==> src/rtl/body_pixel_renderer.sv <==
// Pixel-colour stage in front of the VGA pins. Draws up to NUM_BODIES squares
// over a background colour, with a double-buffered body table swapped only at
// frame boundaries. All outputs share a fixed two-cycle latency.
module body_pixel_renderer #(
    parameter int unsigned NUM_BODIES = 4,
    parameter int unsigned BODY_SIZE  = 4,
    parameter logic [23:0] BG_COLOR   = 24'h000000,
    parameter int unsigned IDX_W      = (NUM_BODIES > 1) ? $clog2(NUM_BODIES) : 1
) (
    input  logic             clk,
    input  logic             rst,
    input  logic             pix_valid,
    input  logic [9:0]       pix_x,
    input  logic [8:0]       pix_y,
    input  logic             hsync_in,
    input  logic             vsync_in,
    input  logic             frame_start,
    input  logic             wr_en,
    input  logic [IDX_W-1:0] wr_idx,
    input  logic [9:0]       wr_x,
    input  logic [8:0]       wr_y,
    input  logic [23:0]      wr_color,
    input  logic             wr_vis,
    input  logic             commit,
    output logic             commit_pending,
    output logic [7:0]       r,
    output logic [7:0]       g,
    output logic [7:0]       b,
    output logic             hsync_out,
    output logic             vsync_out,
    output logic             blank_n_out
);

    // Shadow bank (written by the physics core)
    logic [9:0]            sh_x_q     [NUM_BODIES];
    logic [9:0]            sh_x_d     [NUM_BODIES];
    logic [8:0]            sh_y_q     [NUM_BODIES];
    logic [8:0]            sh_y_d     [NUM_BODIES];
    logic [23:0]           sh_color_q [NUM_BODIES];
    logic [23:0]           sh_color_d [NUM_BODIES];
    logic [NUM_BODIES-1:0] sh_vis_q;
    logic [NUM_BODIES-1:0] sh_vis_d;

    // Active bank (read by the pixel path)
    logic [9:0]            act_x_q     [NUM_BODIES];
    logic [9:0]            act_x_d     [NUM_BODIES];
    logic [8:0]            act_y_q     [NUM_BODIES];
    logic [8:0]            act_y_d     [NUM_BODIES];
    logic [23:0]           act_color_q [NUM_BODIES];
    logic [23:0]           act_color_d [NUM_BODIES];
    logic [NUM_BODIES-1:0] act_vis_q;
    logic [NUM_BODIES-1:0] act_vis_d;

    logic commit_pending_q;
    logic commit_pending_d;
    logic swap;

    // Stage 1
    logic                  valid_s1_q;
    logic                  hs_s1_q;
    logic                  vs_s1_q;
    logic [NUM_BODIES-1:0] hit_s1_q;
    logic [NUM_BODIES-1:0] hit_s1_d;

    // Stage 2
    logic [23:0] rgb_q;
    logic [23:0] rgb_d;
    logic        hs_q;
    logic        vs_q;
    logic        blank_n_q;

    // A commit arriving together with frame_start is applied immediately.
    assign swap = frame_start & (commit_pending_q | commit);

    // Shadow bank next state: single-slot write; out-of-range indices match no slot.
    always_comb begin
        sh_x_d     = sh_x_q;
        sh_y_d     = sh_y_q;
        sh_color_d = sh_color_q;
        sh_vis_d   = sh_vis_q;
        for (int i = 0; i < int'(NUM_BODIES); i++) begin
            if (wr_en && (wr_idx == IDX_W'(i))) begin
                sh_x_d[i]     = wr_x;
                sh_y_d[i]     = wr_y;
                sh_color_d[i] = wr_color;
                sh_vis_d[i]   = wr_vis;
            end
        end
    end

    // Active bank next state: copy the pre-write shadow contents on a swap.
    always_comb begin
        act_x_d     = act_x_q;
        act_y_d     = act_y_q;
        act_color_d = act_color_q;
        act_vis_d   = act_vis_q;
        if (swap) begin
            act_x_d     = sh_x_q;
            act_y_d     = sh_y_q;
            act_color_d = sh_color_q;
            act_vis_d   = sh_vis_q;
        end
    end

    // Commit request tracking; repeated commits while pending are absorbed.
    always_comb begin
        commit_pending_d = commit_pending_q;
        if (swap) begin
            commit_pending_d = 1'b0;
        end else if (commit) begin
            commit_pending_d = 1'b1;
        end
    end

    // Body table and commit flag registers.
    always_ff @(posedge clk) begin
        if (rst) begin
            for (int i = 0; i < int'(NUM_BODIES); i++) begin
                sh_x_q[i]      <= '0;
                sh_y_q[i]      <= '0;
                sh_color_q[i]  <= '0;
                act_x_q[i]     <= '0;
                act_y_q[i]     <= '0;
                act_color_q[i] <= '0;
            end
            sh_vis_q         <= '0;
            act_vis_q        <= '0;
            commit_pending_q <= 1'b0;
        end else begin
            sh_x_q           <= sh_x_d;
            sh_y_q           <= sh_y_d;
            sh_color_q       <= sh_color_d;
            sh_vis_q         <= sh_vis_d;
            act_x_q          <= act_x_d;
            act_y_q          <= act_y_d;
            act_color_q      <= act_color_d;
            act_vis_q        <= act_vis_d;
            commit_pending_q <= commit_pending_d;
        end
    end

    // Per-slot hit test; widened sums so bodies near the edge clip instead of wrapping.
    always_comb begin
        hit_s1_d = '0;
        for (int i = 0; i < int'(NUM_BODIES); i++) begin
            hit_s1_d[i] = act_vis_q[i]
                && (pix_x >= act_x_q[i])
                && ({1'b0, pix_x} < ({1'b0, act_x_q[i]} + 11'(BODY_SIZE)))
                && (pix_y >= act_y_q[i])
                && ({1'b0, pix_y} < ({1'b0, act_y_q[i]} + 10'(BODY_SIZE)));
        end
    end

    // Stage 1 registers: timing signals and hit vector.
    always_ff @(posedge clk) begin
        if (rst) begin
            valid_s1_q <= 1'b0;
            hs_s1_q    <= 1'b1;
            vs_s1_q    <= 1'b1;
            hit_s1_q   <= '0;
        end else begin
            valid_s1_q <= pix_valid;
            hs_s1_q    <= hsync_in;
            vs_s1_q    <= vsync_in;
            hit_s1_q   <= hit_s1_d;
        end
    end

    // Colour select: descending scan so the lowest-index hit wins.
    always_comb begin
        rgb_d = '0;
        if (valid_s1_q) begin
            rgb_d = BG_COLOR;
            for (int i = int'(NUM_BODIES) - 1; i >= 0; i--) begin
                if (hit_s1_q[i]) begin
                    rgb_d = act_color_q[i];
                end
            end
        end
    end

    // Stage 2 registers drive the pins directly.
    always_ff @(posedge clk) begin
        if (rst) begin
            rgb_q     <= '0;
            hs_q      <= 1'b1;
            vs_q      <= 1'b1;
            blank_n_q <= 1'b0;
        end else begin
            rgb_q     <= rgb_d;
            hs_q      <= hs_s1_q;
            vs_q      <= vs_s1_q;
            blank_n_q <= valid_s1_q;
        end
    end

    assign r              = rgb_q[23:16];
    assign g              = rgb_q[15:8];
    assign b              = rgb_q[7:0];
    assign hsync_out      = hs_q;
    assign vsync_out      = vs_q;
    assign blank_n_out    = blank_n_q;
    assign commit_pending = commit_pending_q;

endmodule

==> config.mk <==
export PLATFORM = sky130hd
export DESIGN_NAME = body_pixel_renderer
export DESIGN_NICKNAME = d
export VERILOG_FILES = /design/src/rtl/body_pixel_renderer.sv
export SDC_FILE = /design/constraint.sdc
export NUM_CORES = 1
export LEC_CHECK = 0
export CORE_MARGIN = 3
export CORE_UTILIZATION = 65
export CTS_CLUSTER_SIZE = 25
export DETAILED_ROUTE_END_ITERATION = 7
export HOLD_SLACK_MARGIN = 0.08
export MAX_ROUTING_LAYER = met4
export PLACE_DENSITY = 0.85
export SLEW_MARGIN = 40
export SYNTH_ARGS = -nofsm -noshare
export SYNTH_HDL_FRONTEND = slang
export SYNTH_SLANG_ARGS = --single-unit
==> constraint.sdc <==
create_clock -name clk -period 4.5 [get_ports clk]
set_input_delay 0.9 -clock clk [delete_from_list [all_inputs] [get_ports clk]]
set_output_delay 0.9 -clock clk [all_outputs]
set_load 0.01 [all_outputs]
==> results.ini <==
[outcome]
status = complete, no violations

[routing]
vias = 15700
antenna_left = 0
wl_mm = 45.9
avgRoutedWirePerCell_um = 17.4
drtIter0Drc = 1396
drc = 0
avgViaCountPerCell = 5.95
firstDrtPassIters = 5

[worst_setup_path]
worstPathRequired_ns = 4.95
cp.arrival_ns = 3.08
start_kind = input port
endpoint_kind = flop
critPathMaxFanout = 24
path_class = in2reg

[place]
place_congestion = 0.925
dp_hpwl_mm = 27.8
portBuffers = 100
place_area_um2 = 18900
dp_cells = 2570

[clock_tree]
ctsHoldBuffers = 0
cts-resized-gates = 0
clockBufferDepth = 3
cts_buffers = 40
clock_latency_ns = 0.54
cts_tree = yes
clk_root_buffer_cell = clkbuf_16
clock-sinks = 387
clk_pin_slew_ns = 0.06
cts.htree.levels = 2
postCtsSetupBuffers = 0

[layout]
syn2layout_area_growth_pct = 13.4
final_cell_area_um2 = 20100
fin_cells = 2641
fin_nets = 2494
antenna_cells = 0
drive_above_1_share = 0.0434

[timing]
setup_viol = 0
skew_ns = 0.0192
rsz0062_at_grt = no
fin_crit_sh = 0.586
worst-slew-pin-transition_ns = 0.816
max_freq_mhz = 379
slew_viol_final = 0
tns_ns = 0
hold_viol_final = 0
timing.final.crit_period_ns = 2.64
relSlewSlack = 0.456

[floorplanning]
top_level_ports = 101
rows = 59
start_util = 0.671
die_h_um = 171
core_area_um2 = 26400
die_w_um = 171
dieArea_um2 = 29300

[hold_path]
min_path_type = reg2reg

[synth]
synth-adder-area-share = 0.102
synthMuxAreaShare = 0.0135
avgSynthCellArea_um2 = 7.88
synthesis.area_um2 = 17700
yosys.area_share.simple = 0.217
synth_top_family_by_area = simple AND/OR/NAND/NOR gates
synth_nets = 2467
synth_ff_type = dfxtp_1
ys_seq_area_frac = 0.437
synth-edff-count = 0
synthXorXnorAreaFrac = 0.0217
synthArstFlopShare = 0
synth_cells = 2250
ys_warn_count = 0
ys_types = 45
ys_ff_latch = 387
synth_compound_area_frac = 0.159

[grt]
grt_busiest_layer = met2
grt_usage = 0.314
antenna_found_initial = 0
use_met1 = 0.396
use_met3 = 0.0409
grt_pass1_wl_mm = 73.0
grt_pass1_vias = 15000
grt_max_degree = 199
met2_usage = 0.517
gr-total-overflow = 0

[power_and_ir_drop]
combPwrFrac = 0.083
seq_power_share = 0.483
p_switching_w = 0.00177
p_clk_frac = 0.433
p_sw_frac = 0.242
peakVddDrop_mv = 0.333
power_leakage_nw = 7.07
power.density_nw_per_um2 = 364
cellInternalPower_w = 0.00555

[job]
drv_cap = 0

## path summary, 6_finish.rpt
| path | startpoint | to | slack (ns) | cells after the start |
|---|---|---|---|---|
| worst max-delay path | wr_idx[1] | sh_color_q[37] | 1.86 | 6 |
| worst min register to register | vs_s1_q | vsync_out | 0.42 | 1 |
| worst min-delay path | vs_s1_q | vsync_out | 0.42 | 1 |
| worst max register to register | act_y_q[11] | hit_s1_q[2] | 2.23 | 8 |
## layout by cell type (no fill, tap or decap), types with 4 or more instances in the layout
cell / n
nor2_1: 32
a211oi_1: 4
ha_1: 144
and3_1: 20
o2111ai_1: 4
nor2b_1: 11
clkbuf_1: 11
dfxtp_1: 386
clkdlybuf4s50_1: 99
o211ai_1: 9
a31oi_1: 9
nor3_1: 6
clkbuf_8: 8
and4_1: 8
a21o_1: 14
nor4_2: 4
a221oi_1: 4
o32ai_1: 4
buf_4: 12
xnor2_1: 44
o21a_1: 13
o21ai_0: 40
and3b_1: 24
nand2b_1: 12
or2_2: 6
buf_12: 6
clkinv_2: 8
inv_1: 85
a2111oi_0: 7
mux2i_1: 24
clkbuf_16: 40
a21oi_1: 396
nand3_1: 33
nand2_1: 746
## state kept, by name (all words and copies together) (netlist names), 4 cells and up
signal,flops
sh_y_q,36
sh_color_q,96
act_vis_q,4
act_y_q,36
act_x_q,40
hit_s1_q,4
act_color_q,96
sh_x_q,40
sh_vis_q,4
rgb_q,24
## routing by layer
layer,wire length [um],up-vias
met4,1470,0
met5,0,-
li1,-,7549
met2,21900,623
met3,3320,128
met1,19200,7416
## cells in the mapped netlist (6+ instances only)
library cell	n	area share
nand2_1	746	0.16
a21o_1	14	0.0059
a31oi_1	9	0.0032
o211ai_1	9	0.0038
o21ai_0	40	0.011
inv_1	85	0.018
a2111oi_0	7	0.0035
nand3_1	34	0.0096
nor3_1	6	0.0017
xnor2_1	44	0.022
and3_1	21	0.0074
and3b_1	24	0.012
or2_2	6	0.0021
nor2_1	32	0.0068
ha_1	144	0.10
dfxtp_1	387	0.44
a21oi_1	396	0.11
nor2b_1	12	0.0042
clkbuf_1	75	0.016
buf_2	56	0.016
mux2i_1	24	0.014
and4_1	8	0.0040
o21a_1	13	0.0055
nand2b_1	12	0.0042
## worst max-delay path, stage by stage
cell and delay [ns]:
clkdlybuf4s50_1 0.59, nand2_1 0.21, or2_2 0.64, buf_4 0.43, nand2_1 0.12, a21oi_1 0.17
## logic make-up after synthesis
kind of cell	after synthesis
simple gates	915
compound gates	517
flops	387
buf+inv	219
fa+ha+maj	144
xor+xnor	44
mux	24
## cell type report
type	count	area, um2
Clock buffer	59	1150
Clock inverter	12	104
Fill cell	1922	6320
Inverter	85	319
Multi-Input combinational cell	1644	9140
Sequential cell	387	7750
Tap cell	335	419
Timing Repair Buffer	119	1230
## power groups by stage
stage	combinational (W)	clock [W]	sequential, W
after detailed placement	0.000597	0	0.00362
after global routing	0.000671	0.00334	0.00355
final	0.000611	0.00318	0.00354
after floorplan	0.000358	0	0.00361
after global placement	0.000573	0	0.00361
after CTS	0.000602	0.00320	0.00354
## metrics by stage
| step | hold slack, ns | total power, W | setup slack, ns | utilization |
|---|---|---|---|---|
| after floorplan | 0.389 | 0.00396 | 2.27 | - |
| after global placement | 0.393 | 0.00418 | 1.45 | 0.713 |
| after detailed placement | 0.406 | 0.00421 | 1.39 | 0.713 |
| after CTS | 0.427 | 0.00735 | 1.92 | 0.761 |
| after global routing | 0.442 | 0.00756 | 1.74 | 0.761 |
| final | 0.425 | 0.00733 | 1.86 | 0.761 |
Note: power is estimated with default switching activity, not from simulation.
